`config.mk`:
```
export PLATFORM = sky130hd
export DESIGN_NAME = segment_sampler
export DESIGN_NICKNAME = d
export VERILOG_FILES = /design/src/rtl/segment_sampler.sv
export SDC_FILE = /design/constraint.sdc
export NUM_CORES = 1
export LEC_CHECK = 0
export CORE_ASPECT_RATIO = 0.9
export CORE_MARGIN = 2
export CORE_UTILIZATION = 30
export CTS_CLUSTER_DIAMETER = 40
export DETAILED_ROUTE_END_ITERATION = 7
export GPL_TIMING_DRIVEN = 0
export PLACE_DENSITY_LB_ADDON = 0.25
export SETUP_SLACK_MARGIN = 0.2
export SLEW_MARGIN = 15
export SYNTH_ARGS = -nofsm -noshare
export SYNTH_HDL_FRONTEND = slang
export SYNTH_SLANG_ARGS = --single-unit
```
`constraint.sdc`:
```
create_clock -name in_clk -period 10.5 [get_ports in_clk]
set_input_delay 2.1 -clock in_clk [delete_from_list [all_inputs] [get_ports in_clk]]
set_output_delay 2.1 -clock in_clk [all_outputs]
set_load 0.05 [all_outputs]
```
`src/rtl/segment_sampler.sv`:
```
// segment_sampler: draws a uniform random value from a signed segment by LFSR rejection sampling.
// Ports: in_clk/in_reset (sync active-high); request in_valid/out_ready with in_start, in_end,
// in_type (00 bounded, 01 no upper, 10 no lower, 11 empty), in_assignment_old; result
// out_valid/in_result_ready with out_assignment_new and out_timeout (MAX_TRIES fallback).
// Optional `SEGMENT_SAMPLER_STATS_EN adds saturating out_reject_count/out_sample_count.
module segment_sampler #(
  parameter int WIDTH = 8,
  parameter logic [15:0] LFSR_SEED = 16'hACE1,
  parameter int MAX_TRIES = 15
) (
  input  logic             in_clk,
  input  logic             in_reset,
  input  logic             in_valid,
  output logic             out_ready,
  input  logic [WIDTH-1:0] in_start,
  input  logic [WIDTH-1:0] in_end,
  input  logic [1:0]       in_type,
  input  logic [WIDTH-1:0] in_assignment_old,
  output logic             out_valid,
  input  logic             in_result_ready,
  output logic [WIDTH-1:0] out_assignment_new,
  output logic             out_timeout
`ifdef SEGMENT_SAMPLER_STATS_EN
  ,
  output logic [15:0]      out_reject_count,
  output logic [15:0]      out_sample_count
`endif
);
  localparam logic [15:0] SEED = (LFSR_SEED == 16'h0) ? 16'hACE1 : LFSR_SEED;
  localparam logic signed [WIDTH-1:0] SMAX = {1'b0, {(WIDTH-1){1'b1}}};
  localparam logic signed [WIDTH-1:0] SMIN = {1'b1, {(WIDTH-1){1'b0}}};
  localparam logic [7:0] MAX_T = 8'(MAX_TRIES);
  typedef enum logic [1:0] {IDLE, PREP, DRAW, DONE} state_t;
  state_t state, state_nx;
  logic signed [WIDTH-1:0] start_q, end_q, lo, hi;
  logic [WIDTH-1:0] old_q, span, mask, r;
  logic [WIDTH:0] range;
  logic [1:0] type_q;
  logic [15:0] lfsr, lfsr_nx;
  logic [7:0] tries;
  logic empty, hit, give_up;
  // Registered request stays constant until the next accept, so lo/hi/range/mask
  // are derived combinationally from it and are stable throughout PREP and DRAW.
  always_comb begin
    lo = (type_q == 2'b10) ? SMIN : start_q;
    hi = (type_q == 2'b01) ? SMAX : end_q;
    empty = (type_q == 2'b11) || (lo > hi);
    span = hi - lo;
    range = {1'b0, span} + 1'b1;
    mask = span;
    for (int i = 1; i < WIDTH; i = i * 2) mask = mask | (mask >> i);
    r = lfsr[WIDTH-1:0] & mask;
    hit = {1'b0, r} < range;
    give_up = (tries + 8'd1) == MAX_T;
    lfsr_nx = {1'b0, lfsr[15:1]} ^ (lfsr[0] ? 16'hB400 : 16'h0000);
  end
  always_comb begin
    state_nx = state;
    unique case (state)
      IDLE: state_nx = in_valid ? PREP : IDLE;
      PREP: state_nx = empty ? DONE : DRAW;
      DRAW: state_nx = (hit || give_up) ? DONE : DRAW;
      DONE: state_nx = in_result_ready ? IDLE : DONE;
      default: state_nx = IDLE;
    endcase
  end
  assign out_ready = state == IDLE;
  assign out_valid = state == DONE;
  always_ff @(posedge in_clk) begin
    if (in_reset) begin
      state <= IDLE;
      out_assignment_new <= '0;
      out_timeout <= 1'b0;
      tries <= '0;
      lfsr <= SEED;
      start_q <= '0;
      end_q <= '0;
      old_q <= '0;
      type_q <= 2'b11;
    end else begin
      state <= state_nx;
      if (state == IDLE && in_valid) begin
        start_q <= in_start;
        end_q <= in_end;
        type_q <= in_type;
        old_q <= in_assignment_old;
        tries <= '0;
      end
      if (state == PREP && empty) begin
        out_assignment_new <= old_q;
        out_timeout <= 1'b0;
      end
      if (state == DRAW) begin
        lfsr <= lfsr_nx;
        if (hit) begin
          out_assignment_new <= lo + r;
          out_timeout <= 1'b0;
        end else begin
          tries <= tries + 8'd1;
          if (give_up) begin
            out_assignment_new <= lo;
            out_timeout <= 1'b1;
          end
        end
      end
    end
  end
`ifdef SEGMENT_SAMPLER_STATS_EN
  always_ff @(posedge in_clk) begin
    if (in_reset) begin
      out_reject_count <= '0;
      out_sample_count <= '0;
    end else begin
      if (state == DRAW && !hit && out_reject_count != 16'hFFFF) out_reject_count <= out_reject_count + 16'd1;
      if (out_valid && in_result_ready && out_sample_count != 16'hFFFF) out_sample_count <= out_sample_count + 16'd1;
    end
  end
`endif
endmodule

```
==> After elaboration in Yosys (flattened, before gate mapping) <==
Index checks and enable logic that the tools add are counted.
W data, S select, Z words.
{ "totals": {"regBits": 61, "in_bits": 30, "output_inout_bits": 11, "wordCells": 51} }
{ "op_classes": {"addsub": 4, "order_cmp": 2, "n_eq_ne": 7, "mux": 19, "bitwise": 5, "reduce_logical": 5} }
{ "ops": {"columns": ["cell", "n"], "rows": [
  ["$mux W8", 9],
  ["$mux W16", 1],
  ["$xor A15 B16 Y16", 1],
  ["$add A8 B1 Y9 const B", 1],
  ["$lt A8 B9 Y1", 1],
  ["$add A8 B1 Y8 const B", 1],
  ["$add A8 B8 Y8", 1],
  ["$and A8 B8 Y8", 1],
  ["$eq A2 B2 Y1 const B", 4],
  ["$eq A8 B4 Y1 const B", 1],
  ["$gt A8 B8 Y1", 1],
  ["$or A8 B4 Y8", 1],
  ["$or A8 B6 Y8", 1],
  ["$or A8 B7 Y8", 1],
  ["$pmux W2 S4", 1],
  ["$sub A8 B8 Y8", 1],
  ["$mux W1", 7],
  ["$eq A2 B1 Y1 const B", 2],
  ["$logic_and A1 B1 Y1", 2],
  ["$logic_not A2 Y1", 1],
  ["$logic_or A1 B1 Y1", 2],
  ["$mux W2", 1]
]} }

==> Logic depth before layout (Yosys ltp) <==
{ "logic_depth": {"depth_word": 11, "depth_mapped": 22, "depth_no_buf": 21} }

==> Worst setup path before layout <==
OpenSTA, ideal clock, no wires.
{ "synth_path": {"path_kind": "reg2reg", "start": "register type_q[0]", "end": "register tries[5]", "setup_ns": 0.074, "t_arrival_ns": 4.210, "t_required_ns": 10.426, "setup_slack_ns": 6.216, "stages_incl_launch_ff": 22, "period_less_slack_ns": 4.284, "path_cell_list": "dfxtp_1 nand2b_1 clkbuf_1 nand2_1 inv_1 ha_1 fa_1 nand2b_1 a21oi_1 o31a_1 or2_4 nand3_1 nor3_1 a21boi_0 ha_1 nand4_1 a21oi_1 nand4_1 a41o_1 a21o_2 or4_4 o211ai_2"} }
{ "synth_via": {"elab_chain_cells": 10} }
{ "synth_lines": {"columns": ["item", "line", "rtl"], "rows": [
  ["start, declared", "38", "logic [1:0] type_q;"],
  ["start signal, assigned", "85", "type_q <= in_type;"],
  ["$eq A2 B1 Y1 / $eq A2 B2 Y1 (equally long branches)", "46, 45", null],
  ["$mux W8, on equally long branches", "46, 45", null],
  ["$sub A8 B8 Y8 *", "48", "span = hi - lo;"],
  ["parallel branches: the longest is 4 deep, another holds $add A8 B1 Y9", null, null],
  ["$lt A8 B9 Y1 *", "53", "hit = {1'b0, r} < range;"],
  ["$mux W8 *", "95", "if (hit) begin"],
  ["$mux W8 *", "93", "if (state == DRAW) begin"],
  ["end signal, assigned", "99", "tries <= tries + 8'd1;"],
  ["end, declared", "40", "logic [7:0] tries;"]
]} }
Mark *: on every way between the ends.
A chain may end at the register's enable or synchronous reset.

==> Worst setup path in the final report <==
{ "layout_path": {"start": "register type_q[0]", "end": "register tries[4]"} }
The elaborated chain is that of the path after synthesis.

==> out/metrics.csv <==
metric;value;unit
synth_flop_cell;dfxtp_1;
synthesis.nets;538;
cp_data_required_time;10.76;ns
timing.fmax;0.190;GHz
fin_crit_sh;50.1;%
grt_use_met2;22.0;%
ys_types;56;
die-area;0.0136;mm^2
placedCellCount;683;
hold_class;flip-flop to flip-flop;
clkTransAtPathRegs;0.05;ns
grt_max_degree;12;
die-width;123;um
area_delta_synth_final;24.2;%
arrival;5.53;ns
share_comb_of_total_power;60.2;%
synthArstFlopShare;0;%
num_io_pins;41;
drv_slew;0;
numCtsBuffers;9;
seq_area_frac_synth;32.1;%
clkLatencyLatePin;0.33;ns
finalClockSkew;0.00804;ns
hp-start;end_q[1]$_SDFFE_PP0P_;
critPathMaxFanout;9;
synth_top_area_cell;dfxtp_1;
relSlewSlack;57.6;%
grt.busiest_layer;met1;
dr.pass1.iters;4;
cts_hold_buf;0;
die_height;111;um
antenna-diode-count;0;
antenna_found_initial;0;
drive_above_1_share;5.79;%
status;complete, no violations;
final_cells;699;
min_period;5.26;ns
worstMarginPinSlew;0.635;ns
fill_cells;1292;
wl_per_cell;14.3;um
ys_warn_count;0;
pwr-share-clk;20.1;%
mostFrequentLayoutCells;nand2_1 (104), dfxtp_1 (61), a21oi_1 (45);
met3_usage;3.14;%
track_usage;15.3;%
wl;10.0;mm
setup_violations;0;
p_int;0.000870;W
drc_errors;0;
leakage;1.92;nW
vdd_drop_max;0.000145;V
viasPerCell;4.93;
synthTopCellsByArea;dfxtp_1 (32%), nand2_1 (10%), ha_1 (8.6%);
grt_use_met1;22.8;%
p_seq_share;19.7;%
grt_pass1_vias;3299;
num_vias;3448;
place_area;0.00440;mm^2
r2r_start;type_q[0]$_SDFFE_PP1P_;
power.total;0.00160;W
htree_num_levels;3;
avgSynthCellArea;7.92;um^2
synth-seq-cells;61;
ctsResizeCount;0;
power_density;340;mW/mm^2
fin_hold_ws;0.448;ns
regArea;0.00122;mm^2
drtAntennaViolNets;0;
p_sw;0.000734;W
rsz0062_at_grt;no;
numPortBuffers;39;
syn_inst;480;
cts_tree;yes;
cp-end-kind;flip-flop;
finalHoldViolCount;0;
final_common_cell;nand2_1;
clock-root-buffer;clkbuf_16;
synth_edf_count;0;
dp_hpwl;7.86;mm
final_net_count;588;
start_util;30.3;%
synth_area;0.00380;mm^2
path_class;flip-flop to flip-flop;
clock_path_buffers;2;
drv_cap;0;
crit_start;type_q[0]$_SDFFE_PP1P_;
cp-start-kind;flip-flop;
finalInstanceArea;0.00472;mm^2
core_area;0.0125;mm^2
drt-initial-drc-count;171;
fp-row-count;39;
post_cts_buffers;0;
finalSetupTns;0;ns
gp_congestion;0.817;
swShare;45.8;%
clock_sinks;61;
overflow;0;
grt_first_pass_wirelength;16.3;mm
synth_top_area_share;32.1;%
multiInputGateArea;0.00241;mm^2
## kinds of logic (layout without fill, tap and decap cells)
logic type	count (synthesis)	after routing	synth area share, %
compound gates	109	109	19.2
xor+xnor	27	27	6.61
fa+ha+maj	28	28	9.61
buf+inv	42	97	4.47
flops	61	61	32.1
mux	13	13	3.46
simple gates	200	200	24.5
## layout make-up
class | count | share of cell area [%]
Clock inverter | 6 | 1.83
Tap cell | 164 | 4.34
Buffer | 23 | 2.09
Multi-Input combinational cell | 377 | 51.0
Timing Repair Buffer | 39 | 8.26
Sequential cell | 61 | 25.9
Inverter | 19 | 1.51
Clock buffer | 10 | 5.06
## power by group through the flow
stage	clock network [W]	logic [W]	registers (W)
2_1_floorplan	0	0.000699	0.000349
3_3_place_gp	0	0.000949	0.000321
3_5_place_dp	0	0.000957	0.000321
4_1_cts	0.000325	0.000967	0.000318
5_1_grt	0.000335	0.00106	0.000324
6_report	0.000322	0.000965	0.000317
## registers in the layout (all words and copies together), names as in the netlist
register / flops
end_q: 8
out_assignment_new: 8
start_q: 8
old_q: 8
state: 2
tries: 8
lfsr: 16
out_timeout: 1
type_q: 2
## per-stage QoR
stage                     utilization (%)  worst slack (ns)
after floorplan                         -              6.22
after global placement               35.1              5.42
after detailed placement             35.1              5.35
after CTS                            37.7              5.32
after global routing                 37.7              4.86
final                                37.7              5.24
## metal layers
layer	wire length (um)	part of all wire (%)
met5	0	0
met4	159	1.6
met3	423	4.2
met2	4230	42
met1	5210	52
## final timing paths
| check | to | slack (ns) | cells after the start |
|---|---|---|---|
| worst max-delay path | tries[4]$_SDFF_PP0_ | 5.24 | 21 |
| worst min-delay path | end_q[1]$_SDFFE_PP0P_ | 0.45 | 2 |
| worst max register to register | tries[4]$_SDFF_PP0_ | 5.24 | 21 |
| worst min register to register | end_q[1]$_SDFFE_PP0P_ | 0.45 | 2 |
## cell usage after synthesis, drive strengths merged, types with 6 or more instances
cell type	number
nand2	104
dfxtp	61
a21oi	47
ha	26
clkbuf	20
nor2	20
nand3	19
inv	18
nand2b	16
xnor2	15
o211ai	14
mux2i	12
o21ai	12
xor2	11
nor3	9
nand4	7
nor2b	6
## critical path, stage by stage, from the launching register on
cell and delay, ns:
dfxtp_1 0.34, nand2b_1 0.15, clkbuf_1 0.17, nand2_1 0.15, inv_1 0.10, ha_1 0.22
fa_1 0.40, nand2b_1 0.18, a21oi_1 0.23, o31a_1 0.27, or2_4 0.20, nand3_1 0.13
nor3_1 0.33, a21boi_0 0.28, ha_1 0.28, a21o_1 0.18, a211oi_1 0.25, o21ai_0 0.14
a21oi_1 0.36, a21oi_2 0.24, a211oi_1 0.45, o2bb2ai_1 0.16
No activity file was read; power rests on OpenSTA's default activity.
